`config.mk`:
```
export PLATFORM = sky130hd
export DESIGN_NAME = fetch_stage
export DESIGN_NICKNAME = d
export VERILOG_FILES = /design/src/rtl/fetch_stage_pkg.sv /design/src/rtl/fetch_stage_pipe_reg_fd.sv /design/src/rtl/fetch_stage.sv
export SDC_FILE = /design/constraint.sdc
export NUM_CORES = 1
export LEC_CHECK = 0
export BUFFER_PORTS_ARGS = -buffer_cell sky130_fd_sc_hd__buf_2
export CAP_MARGIN = 15
export CORE_MARGIN = 10
export CORE_UTILIZATION = 35
export CTS_BUF_LIST = sky130_fd_sc_hd__clkbuf_4
export DETAILED_ROUTE_END_ITERATION = 10
export HOLD_SLACK_MARGIN = 0.06
export PLACE_DENSITY = 0.76
export SYNTH_ARGS = -nofsm -noshare
export SYNTH_HDL_FRONTEND = slang
export SYNTH_SLANG_ARGS = --single-unit
```
`constraint.sdc`:
```
create_clock -name clk -period 2.2 [get_ports clk]
set_clock_uncertainty 0.05 [all_clocks]
set_input_delay 0.44 -clock clk [delete_from_list [all_inputs] [get_ports clk]]
set_output_delay 0.44 -clock clk [all_outputs]
set_load 0.005 [all_outputs]
```
`src/rtl/fetch_stage_pkg.sv`:
```
// Shared constants, field positions and the IF/ID payload type for the MIPS32 fetch stage.
package fetch_stage_pkg;

  localparam int PC_W = 32;

  localparam logic [PC_W-1:0] RESET_PC_DEFAULT = 32'h0000_0000;
  localparam logic [31:0]     NOP_INSTR        = 32'h0000_0000;
  localparam logic [PC_W-1:0] PC_INC           = 32'd4;

  localparam int OP_HI   = 31;
  localparam int OP_LO   = 26;
  localparam int FUNC_HI = 5;
  localparam int FUNC_LO = 0;
  localparam int JIDX_HI = 25;
  localparam int JIDX_LO = 0;

  typedef struct packed {
    logic [31:0]     instr;
    logic [PC_W-1:0] pcPlus4;
    logic            valid;
  } fdRegT;

  localparam fdRegT FD_BUBBLE = '{instr: NOP_INSTR, pcPlus4: '0, valid: 1'b0};

  // J-type target: upper nibble of the delay-slot PC, word index from the instruction.
  function automatic logic [PC_W-1:0] jumpTarget(input logic [PC_W-1:0] pcPlus4,
                                                 input logic [31:0]     instr);
    return {pcPlus4[31:28], instr[JIDX_HI:JIDX_LO], 2'b00};
  endfunction

endpackage

```
`src/rtl/fetch_stage_pipe_reg_fd.sv`:
```
// IF/ID pipeline register: enable holds all fields, clear inserts a bubble.
module pipe_reg_fd
  import fetch_stage_pkg::*;
(
  input  logic  clk,
  input  logic  rstN,
  input  logic  en,
  input  logic  clear,
  input  fdRegT d,
  output fdRegT q
);

  fdRegT fdReg;

  // Hold outranks clear so a stalled branch in decode survives a spurious flush.
  always_ff @(posedge clk) begin
    if (!rstN) begin
      fdReg <= FD_BUBBLE;
    end else if (en) begin
      if (clear) fdReg <= FD_BUBBLE;
      else       fdReg <= d;
    end
  end

  assign q = fdReg;

endmodule

```
`src/rtl/fetch_stage.sv`:
```
// Fetch stage: PC register, next-PC selection and the IF/ID register feeding decode.
module fetch_stage
  import fetch_stage_pkg::*;
#(
  parameter logic [PC_W-1:0] RESET_PC = RESET_PC_DEFAULT
) (
  input  logic            clk,
  input  logic            rstN,
  input  logic            stallF,
  input  logic            stallD,
  input  logic            pcSrcD,
  input  logic [PC_W-1:0] pcBranchD,
  input  logic            jump,
  input  logic            clearD,
  output logic [PC_W-1:0] imemAddr,
  input  logic [31:0]     imemData,
  input  logic            imemReady,
  output logic [PC_W-1:0] pcF,
  output logic [31:0]     instrD,
  output logic [PC_W-1:0] pcPlus4D,
  output logic [5:0]      opCodeD,
  output logic [5:0]      funcD,
  output logic            validD
);

  logic [PC_W-1:0] pcReg;
  logic [PC_W-1:0] pcNext;
  logic [PC_W-1:0] pcPlus4F;
  fdRegT           fdNext;
  fdRegT           fdQ;

  assign pcPlus4F = pcReg + PC_INC;

  // Redirects beat a fetch miss: the PC moves to the target even if this fetch stalled.
  always_comb begin
    pcNext = pcPlus4F;
    if (stallF)          pcNext = pcReg;
    else if (jump)       pcNext = jumpTarget(fdQ.pcPlus4, fdQ.instr);
    else if (pcSrcD)     pcNext = {pcBranchD[PC_W-1:2], 2'b00};
    else if (!imemReady) pcNext = pcReg;
  end

  always_ff @(posedge clk) begin
    if (!rstN) pcReg <= RESET_PC;
    else       pcReg <= pcNext;
  end

  assign fdNext = '{instr: imemData, pcPlus4: pcPlus4F, valid: 1'b1};

  pipe_reg_fd uFd (
    .clk   (clk),
    .rstN  (rstN),
    .en    (~stallD),
    .clear (clearD | ~imemReady),
    .d     (fdNext),
    .q     (fdQ)
  );

  assign imemAddr = pcReg;
  assign pcF      = pcReg;
  assign instrD   = fdQ.instr;
  assign pcPlus4D = fdQ.pcPlus4;
  assign validD   = fdQ.valid;
  assign opCodeD  = fdQ.instr[OP_HI:OP_LO];
  assign funcD    = fdQ.instr[FUNC_HI:FUNC_LO];

endmodule

```
==> Yosys cells after proc, flatten, opt, wreduce, memory -nomap -nowiden <==
Cells that the tools add are included.
{ "totals": {"in_bits": 72, "register_bits": 97, "out_inout_bits": 141} }
{ "op_classes": {"addsub": 1, "n_bitwise": 3, "n_mux": 4, "n_reduce_logical": 2} }
{ "op_table": {"columns": ["operator", "count"], "rows": [
  ["32-bit 2-to-1 mux", 3],
  ["65-bit 2-to-1 mux", 1],
  ["32-bit by 3-bit adder with 32-bit output (second input constant)", 1],
  ["3-bit nonzero test", 1],
  ["1-bit inverter", 2],
  ["2-bit AND reduction", 1],
  ["1-bit bitwise OR", 1]
]} }

==> Logic depth before layout (Yosys ltp) <==
Gate-level depths: netlist (run 1).
{ "depth": {"depth_word": 4, "depth_mapped": 8, "ltp_nobuf": 6} }

==> Hierarchy <==
Synthesis (run 1) repeated with hierarchy kept, for this count alone.
{ "unflattened": {"hier_cells": 685, "hier_area_um2": 5346.4} }
{ "by_module_without_submodules": {"columns": ["mod", "n_inst", "area_each_um2", "cells_each"], "rows": [
  ["fetch_stage", 1, 2839.0, 396],
  ["pipe_reg_fd", 1, 2507.4, 289]
]} }

==> Least setup slack after synthesis (run 1) <==
OpenSTA, ideal clock, no wires.
{ "synth_path": {"path_kind": "register to register", "from": "register pcReg[10], in the netlist imemAddr[10]", "to": "register pcReg[18], in the netlist imemAddr[18]", "arrival_ns": 2.163, "stages_incl_launch_ff": 8, "path_slack_ns": -0.087, "n_path_buf": 2, "path_cell_list": "dfxtp_1 -> buf_2 -> nand4_1 -> or4_1 -> buf_2 -> or3_4 -> or4_1 -> a31oi_1"} }
{ "synth_between": {"elab_chain_len": 4} }
{ "synth_lines": {"columns": ["element", "line", "text"], "rows": [
  ["start, declared", "fetch_stage.sv:26", "logic [PC_W-1:0] pcReg;"],
  ["start signal, assigned", "fetch_stage.sv:45", "else pcReg <= pcNext;"],
  ["32-bit by 3-bit adder with 32-bit output", "fetch_stage.sv:32", "assign pcPlus4F = pcReg + PC_INC;"],
  ["32-bit 2-to-1 mux", "fetch_stage.sv:40", "else if (!imemReady) pcNext = pcReg;"],
  ["32-bit 2-to-1 mux", "fetch_stage.sv:39", "else if (pcSrcD) pcNext = {pcBranchD[PC_W-1:2], 2'b00};"],
  ["32-bit 2-to-1 mux", "fetch_stage.sv:38", "else if (jump) pcNext = jumpTarget(fdQ.pcPlus4, fdQ.instr);"]
]} }
No other way between the ends. The select of a mux whose other input is x is not followed.
A chain may end at the register's enable or synchronous reset.

==> Final worst setup path (run 1) <==
{ "layout_path": {"from": "register pcReg[9], in the netlist imemAddr[9]", "to": "register pcReg[18], in the netlist imemAddr[18]"} }
Same word-level chain as after synthesis.

==> impl_metrics.toml, run 1 <==
[setup_path]
crit_arrival_ns = 2.44
worst-setup-path-type = "reg2reg"
crit_required_ns = 2.56
rr_worst_depth = 5
crit_fanout = 3
start_kind = "flop"
endpoint_kind = "flop"
ff2ff_setup_slack_ns = 0.12

[synth]
yosys.area.top_type = "dfxtp_1"
yosysMostFrequentCell = "dfxtp_1"
ys_async_sr_fraction_pct = 0
synth_edf_count = 0
netlist-cell-type-count = 58
syn_inst = 614
synth_top_area_share_pct = 37.7
synthFlopType = "dfxtp_1"
ys_top_cells_by_count = "dfxtp_1, nor2_1, a22oi_1"
yosysSeqAreaShare_pct = 37.7
syn-mean-instance-area_um2 = 8.04
yosys_warnings = 0
synth.area.top_cells = "dfxtp_1, a22oi_1, buf_4"
syn-cell-area_mm2 = 0.00493
synth_seq_cells = 93

[min_path]
min_path_cells = 3
hold_class = "in2reg"

[placement]
finalWeightedCongestion = 0.927
hpwl_um = 14100
place_area_mm2 = 0.00606
io_buffers = 204

[clock_tree]
cts_buffers = 9
clockBufferDepth = 2
hold_buffers = 0
clk_pin_slew_worst_paths_ns = 0.15
cts_tree = "done"
cts_setup_buffers = 0
htreeDepth = 3
cts.sinks = 93
insertion_delay_ns = 0.47
cts_root_buf = "clkbuf_4"

[sta]
slew-limit-headroom_pct = 62.7
final_max_slew_viol_count = 0
worstMarginPinSlew_ns = 0.552
finalHoldViolCount = 0
fmax_mhz = 481
post-route-period-util_pct = 94.5
post-route-min-period_ns = 2.08
setup_viol = 0

[routing]
via_per_inst = 5.41
drc = 0
antenna_left = 0
drtPass1Iterations = 5
drtIter0Drc = 504
post_drt_wl_per_cell_um = 19.0
num_vias = 5265
drt-total-wl_um = 18500

[run_status]
status = "complete, no violations"

[global_routing]
antenna_found_initial = 5
grt_pass1_vias = 5142
grt_max_degree = 52
grt_pass1_wl_um = 29000
grt.total_usage_pct = 18.4
grt-ovfl-total = 0

[floorplanning]
core.rowCount = 43
fp.dieH_um = 139
die_area_mm2 = 0.0192
die_w_um = 139
core_mm2 = 0.0138
ios = 213
floorplan.initialDensity_pct = 35.7

[layout]
area_growth_pct = 25.8
final_net_count = 858
final_area_mm2 = 0.00621
drive_above_1_share_pct = 37.3

[run]
drv_cap = 0

[pwr]
p_total_mw = 3.18
power_density_mw_per_mm2 = 512
worst_ir_drop_vdd_v = 0.000318
power.leakage_nw = 2.78
-- layout make-up --
type                       instances  area [µm²]
multi-input combinational        417        2530
antenna                            3        7.51
inverter                           9        33.8
clock buffer                      11        82.6
clock inverter                     5        27.5
fill                            1397        7620
tap                              180         225
timing repair buffer             255        1430
sequential                        93        1870
-- final timing paths --
kind,from,endpoint
worst min-delay path,imemData[29],uFd.q[62]$_SDFFE_PN0N_
worst min register to register,uFd.q[21]$_SDFFE_PN0N_,uFd.q[21]$_SDFFE_PN0N_
worst max-delay path,imemAddr[9]$_SDFFE_PN0P_,imemAddr[18]$_SDFFE_PN0P_
worst max register to register,imemAddr[9]$_SDFFE_PN0P_,imemAddr[18]$_SDFFE_PN0P_
-- power breakdown --
| group | internal (mW) | switching (mW) | leakage (nW) |
|---|---|---|---|
| Sequential | 1.73 | 0.0478 | 0.757 |
| Combinational | 0.244 | 0.316 | 1.97 |
| Clock | 0.249 | 0.587 | 0.0580 |
| Total | 2.23 | 0.950 | 2.78 |
-- metrics by stage --
stage / setup slack [ns] / hold WS (ns) / std cells / utilization, % / TNS [ns]
after floorplan: 0.00130 / 0.399 / 619 / - / 0
after global placement: 0.0739 / 0.380 / 954 / 43.8 / 0
after detailed placement: 0.0167 / 0.388 / 954 / 43.8 / 0
after CTS: 0.00431 / 0.117 / 970 / 44.7 / 0
after global routing: -0.00548 / 0.143 / 973 / 44.9 / -0.00548
final: 0.121 / 0.147 / 973 / 44.9 / 0
-- state kept, by name, indices dropped and copies added, names as in the netlist --
signal and cells:
imemAddr 30, uFd.q 63
-- kinds of logic (layout without fill, tap and decap cells) --
group                      after synthesis  in the layout  synth area share (%)
AOI/OAI and AO/OA                      179            179                  24.1
xor gates and xnor gates                27             27                  4.79
adders and majority gates                1              1                 0.254
buffers and inverters                  109            280                  12.1
DFF                                     93             93                  37.7
muxes                                   10             10                  2.10
other                                    1              9                0.0760
and+or+nand+nor                        194            194                  18.8
-- per-layer routing --
metal  GRT usage, %  up-vias  wire (µm)  part of all wire (%)
met1           22.8     2471       7780                    42
met3           4.90       49       1560                   8.4
met2           29.1      243       8620                    47
met4           8.35        4        538                   2.9
met5              0        -         19                  0.10
li1               -     2498          -                     -
-- repair_timing --
| action | CTS | global route |
|---|---|---|
| hold endpoints to repair | 0 | 0 |
| pin swaps | 0 | 1 |
| gates cloned | 0 | 0 |
| endpoints found under the setup margin | 1 | 10 |
| resized for setup | 1 | 6 |
-- cells in the final DEF (no fill, tap or decap), types with 6 or more instances in the layout --
cell	synthesis	layout
nor3_1	11	8
nor4_1	9	8
conb_1	1	6
nand3_1	16	16
nor2_1	68	67
buf_4	49	49
dfxtp_1	93	88
a21oi_1	34	33
nor3_2	3	6
buf_2	5	204
inv_1	7	7
xnor2_1	22	22
nand2_1	48	48
mux2i_1	7	7
o31ai_1	6	6
clkbuf_4	0	11
nand4_1	9	9
o21ai_0	43	42
a22oi_1	51	51
-- critical path, cell delays in order (launching register included) --
cell and delay (ns):
dfxtp_1 0.38, nand3_2 0.13, or4_4 0.56, or3_4 0.34, or4_1 0.40, a31oi_1 0.17
Note: power is estimated with default switching activity, not from simulation.
==> run 2, diff against run 1 <==
--- a/config.mk
+++ b/config.mk
@@ -11,8 +11,9 @@
 export CORE_UTILIZATION = 35
 export CTS_BUF_LIST = sky130_fd_sc_hd__clkbuf_4
 export DETAILED_ROUTE_END_ITERATION = 10
-export HOLD_SLACK_MARGIN = 0.06
-export PLACE_DENSITY = 0.76
+export PLACE_DENSITY = 0.75
+export SLEW_MARGIN = 20
 export SYNTH_ARGS = -nofsm -noshare
 export SYNTH_HDL_FRONTEND = slang
+export SYNTH_HIERARCHICAL = 1
 export SYNTH_SLANG_ARGS = --single-unit
==> impl_metrics.toml, run 2 <==
[floorplanning]
die_w_um = 144
ios = 213
floorplan.initialDensity_pct = 35.4
die_area_mm2 = 0.0206
fp.dieH_um = 144
core.rowCount = 45
core_mm2 = 0.0151

[global_routing]
grt.total_usage_pct = 17.7
grt_pass1_wl_um = 29100
grt_max_degree = 118
grt-ovfl-total = 0
antenna_found_initial = 3
grt_pass1_vias = 5123

[clock_tree]
clockBufferDepth = 2
htreeDepth = 3
hold_buffers = 0
cts.sinks = 95
cts_root_buf = "clkbuf_4"
cts_buffers = 9
cts_tree = "done"
insertion_delay_ns = 0.47
clk_pin_slew_worst_paths_ns = 0.16

[sta]
fmax_mhz = 478
fin_setup_tns_ns = 0
worstMarginPinSlew_ns = 0.508
setup_viol = 0
post-route-period-util_pct = 95.1
grt_setup_unrepaired = "no"
post-route-min-period_ns = 2.09
finalHoldViolCount = 0
holdWs_ns = 0.135
final_max_slew_viol_count = 0
slew-limit-headroom_pct = 66.0
setup_slack_ns = 0.109

[pwr]
power.leakage_nw = 2.93
power_density_mw_per_mm2 = 524
worst_ir_drop_vdd_v = 0.000257

[routing]
drt-total-wl_um = 18800
num_vias = 5409
met1_length_um = 8530
drtIter0Drc = 383
wl_met2_um = 8320
via_per_inst = 5.24
top_layer = "met5"
antenna_left = 0
post_drt_wl_per_cell_um = 18.2
drc = 0
route.met3.wl_um = 1480
drtPass1Iterations = 5

[layout]
final_net_count = 911
largest_reg_flops = 65
area_growth_pct = 20.9
layout_commonest_cell = "buf_2"
layout_common_cells = "buf_2, dfxtp_1, nand2_1"
n_fill_cell = 1630
drive_above_1_share_pct = 31.4
utilization_pct = 42.8

[synth]
synthFlopType = "dfxtp_1"
ys_async_sr_fraction_pct = 0
synth_seq_cells = 95
syn_inst = 685
yosys.area.top_type = "dfxtp_1"
yosysMostFrequentCell = "dfxtp_1"
syn-mean-instance-area_um2 = 7.80
synth_top_area_share_pct = 35.6
synth.area.top_cells = "dfxtp_1, nand3b_1, buf_4"
syn-cell-area_mm2 = 0.00535
synth_edf_count = 0
yosysSeqAreaShare_pct = 35.6
netlist-cell-type-count = 53
yosys_warnings = 6
ys_top_cells_by_count = "dfxtp_1, nand2_1, nand3b_1"

[placement]
hpwl_um = 14300
io_buffers = 206
finalWeightedCongestion = 0.909
post-place-ws_ns = 0.118

[setup_path]
endpoint_kind = "flop"
worst-setup-path-type = "reg2reg"
ff2ff_setup_slack_ns = 0.11
start_kind = "flop"
crit_fanout = 7
slowest_delay_ns = 0.48
slowest_stage = "nor3_1"
path_cells = "and4_1 > nand4_1 > nor3_1 > xor2_1 > nand2_1 > o21ai_1"
crit_required_ns = 2.57
crit_arrival_ns = 2.47

[min_path]
hold_class = "in2reg"

[run_status]
status = "complete, no violations"

[run]
drv_cap = 0
[run 2: changes by cell type after synthesis, moves of 7 or more]
cell,previous run,this run
o21ai_1,0,64
inv_1,7,15
nor2_1,68,27
a22oi_1,51,6
nor4_1,9,2
nand3b_1,0,66
buf_2,5,33
clkbuf_1,43,20
nand2_1,48,93
a22o_1,1,10
o21ai_0,43,25
[run 2: layout make-up]
| cell class | count | area, µm² | area share, % |
|---|---|---|---|
| multi-input combinational | 477 | 2820 | 43.6 |
| sequential | 95 | 1900 | 29.4 |
| timing repair buffer | 240 | 1310 | 20.3 |
| tap | 188 | 235 | 3.64 |
| clock buffer | 9 | 67.6 | 1.05 |
| clock inverter | 6 | 61.3 | 0.949 |
| inverter | 15 | 56.3 | 0.871 |
| antenna | 3 | 7.51 | 0.116 |
[run 2: final timing paths]
| check | start | to | cells past startpoint |
|---|---|---|---|
| hold / removal | imemData[23] | uFd/q[56]$_SDFFE_PN0P_ | 3 |
| hold reg to reg | uFd/q[28]$_SDFFE_PN0P_ | uFd/q[28]$_SDFFE_PN0P_ | 2 |
| setup / recovery | imemAddr[3]$_SDFFE_PN0P_ | uFd/q[26]$_SDFFE_PN0P_ | 6 |
| setup reg to reg | imemAddr[3]$_SDFFE_PN0P_ | uFd/q[26]$_SDFFE_PN0P_ | 6 |
[run 2: cells by family (layout without fill, tap and decap cells)]
kind of cell / Yosys count / in the layout / synth area share [%]
adder cells (fa/ha/maj): 1 / 1 / 0.234
buffers and inverters: 118 / 270 / 12.4
XOR/XNOR: 26 / 26 / 4.26
flip-flops: 95 / 95 / 35.6
multiplexers: 7 / 7 / 1.31
other: 2 / 10 / 0.140
AO/OA/AOI/OAI: 184 / 184 / 20.4
AND/OR/NAND/NOR: 252 / 252 / 25.7
[run 2: layer usage]
metal	up-vias	track usage, %
met4	2	7.15
li1	2675	-
met3	27	4.69
met5	-	0
met2	222	26.8
met1	2483	23.2
[run 2: timing repair]
| action | in CTS | in global routing |
|---|---|---|
| buffers inserted | 0 | 1 |
| resized for setup | 0 | 2 |
| endpoints found under the setup margin | 0 | 5 |
[run 2: critical path, delay by kind of cell (launching register included)]
family | cells | cell delay [ns]
compound gates | 1 | 0.12
simple gates | 4 | 1.24
xor+xnor | 1 | 0.18
flops | 1 | 0.46
[run 2: power by group]
part	internal, mW	switching, mW
sequential	1.77	0.0571
combinational	0.258	0.337
clock	0.339	0.622
total	2.37	1.02
[run 2: stage by stage]
stage          instance area (µm²)  std cells  power (mW)
3_3_place_gp                  6300       1014        2.46
2_1_floorplan                 5370        690        2.23
4_1_cts                       6430       1029        3.41
5_1_grt                       6460       1031        3.56
6_report                      6460       1033        3.39
3_5_place_dp                  6300       1014        2.46
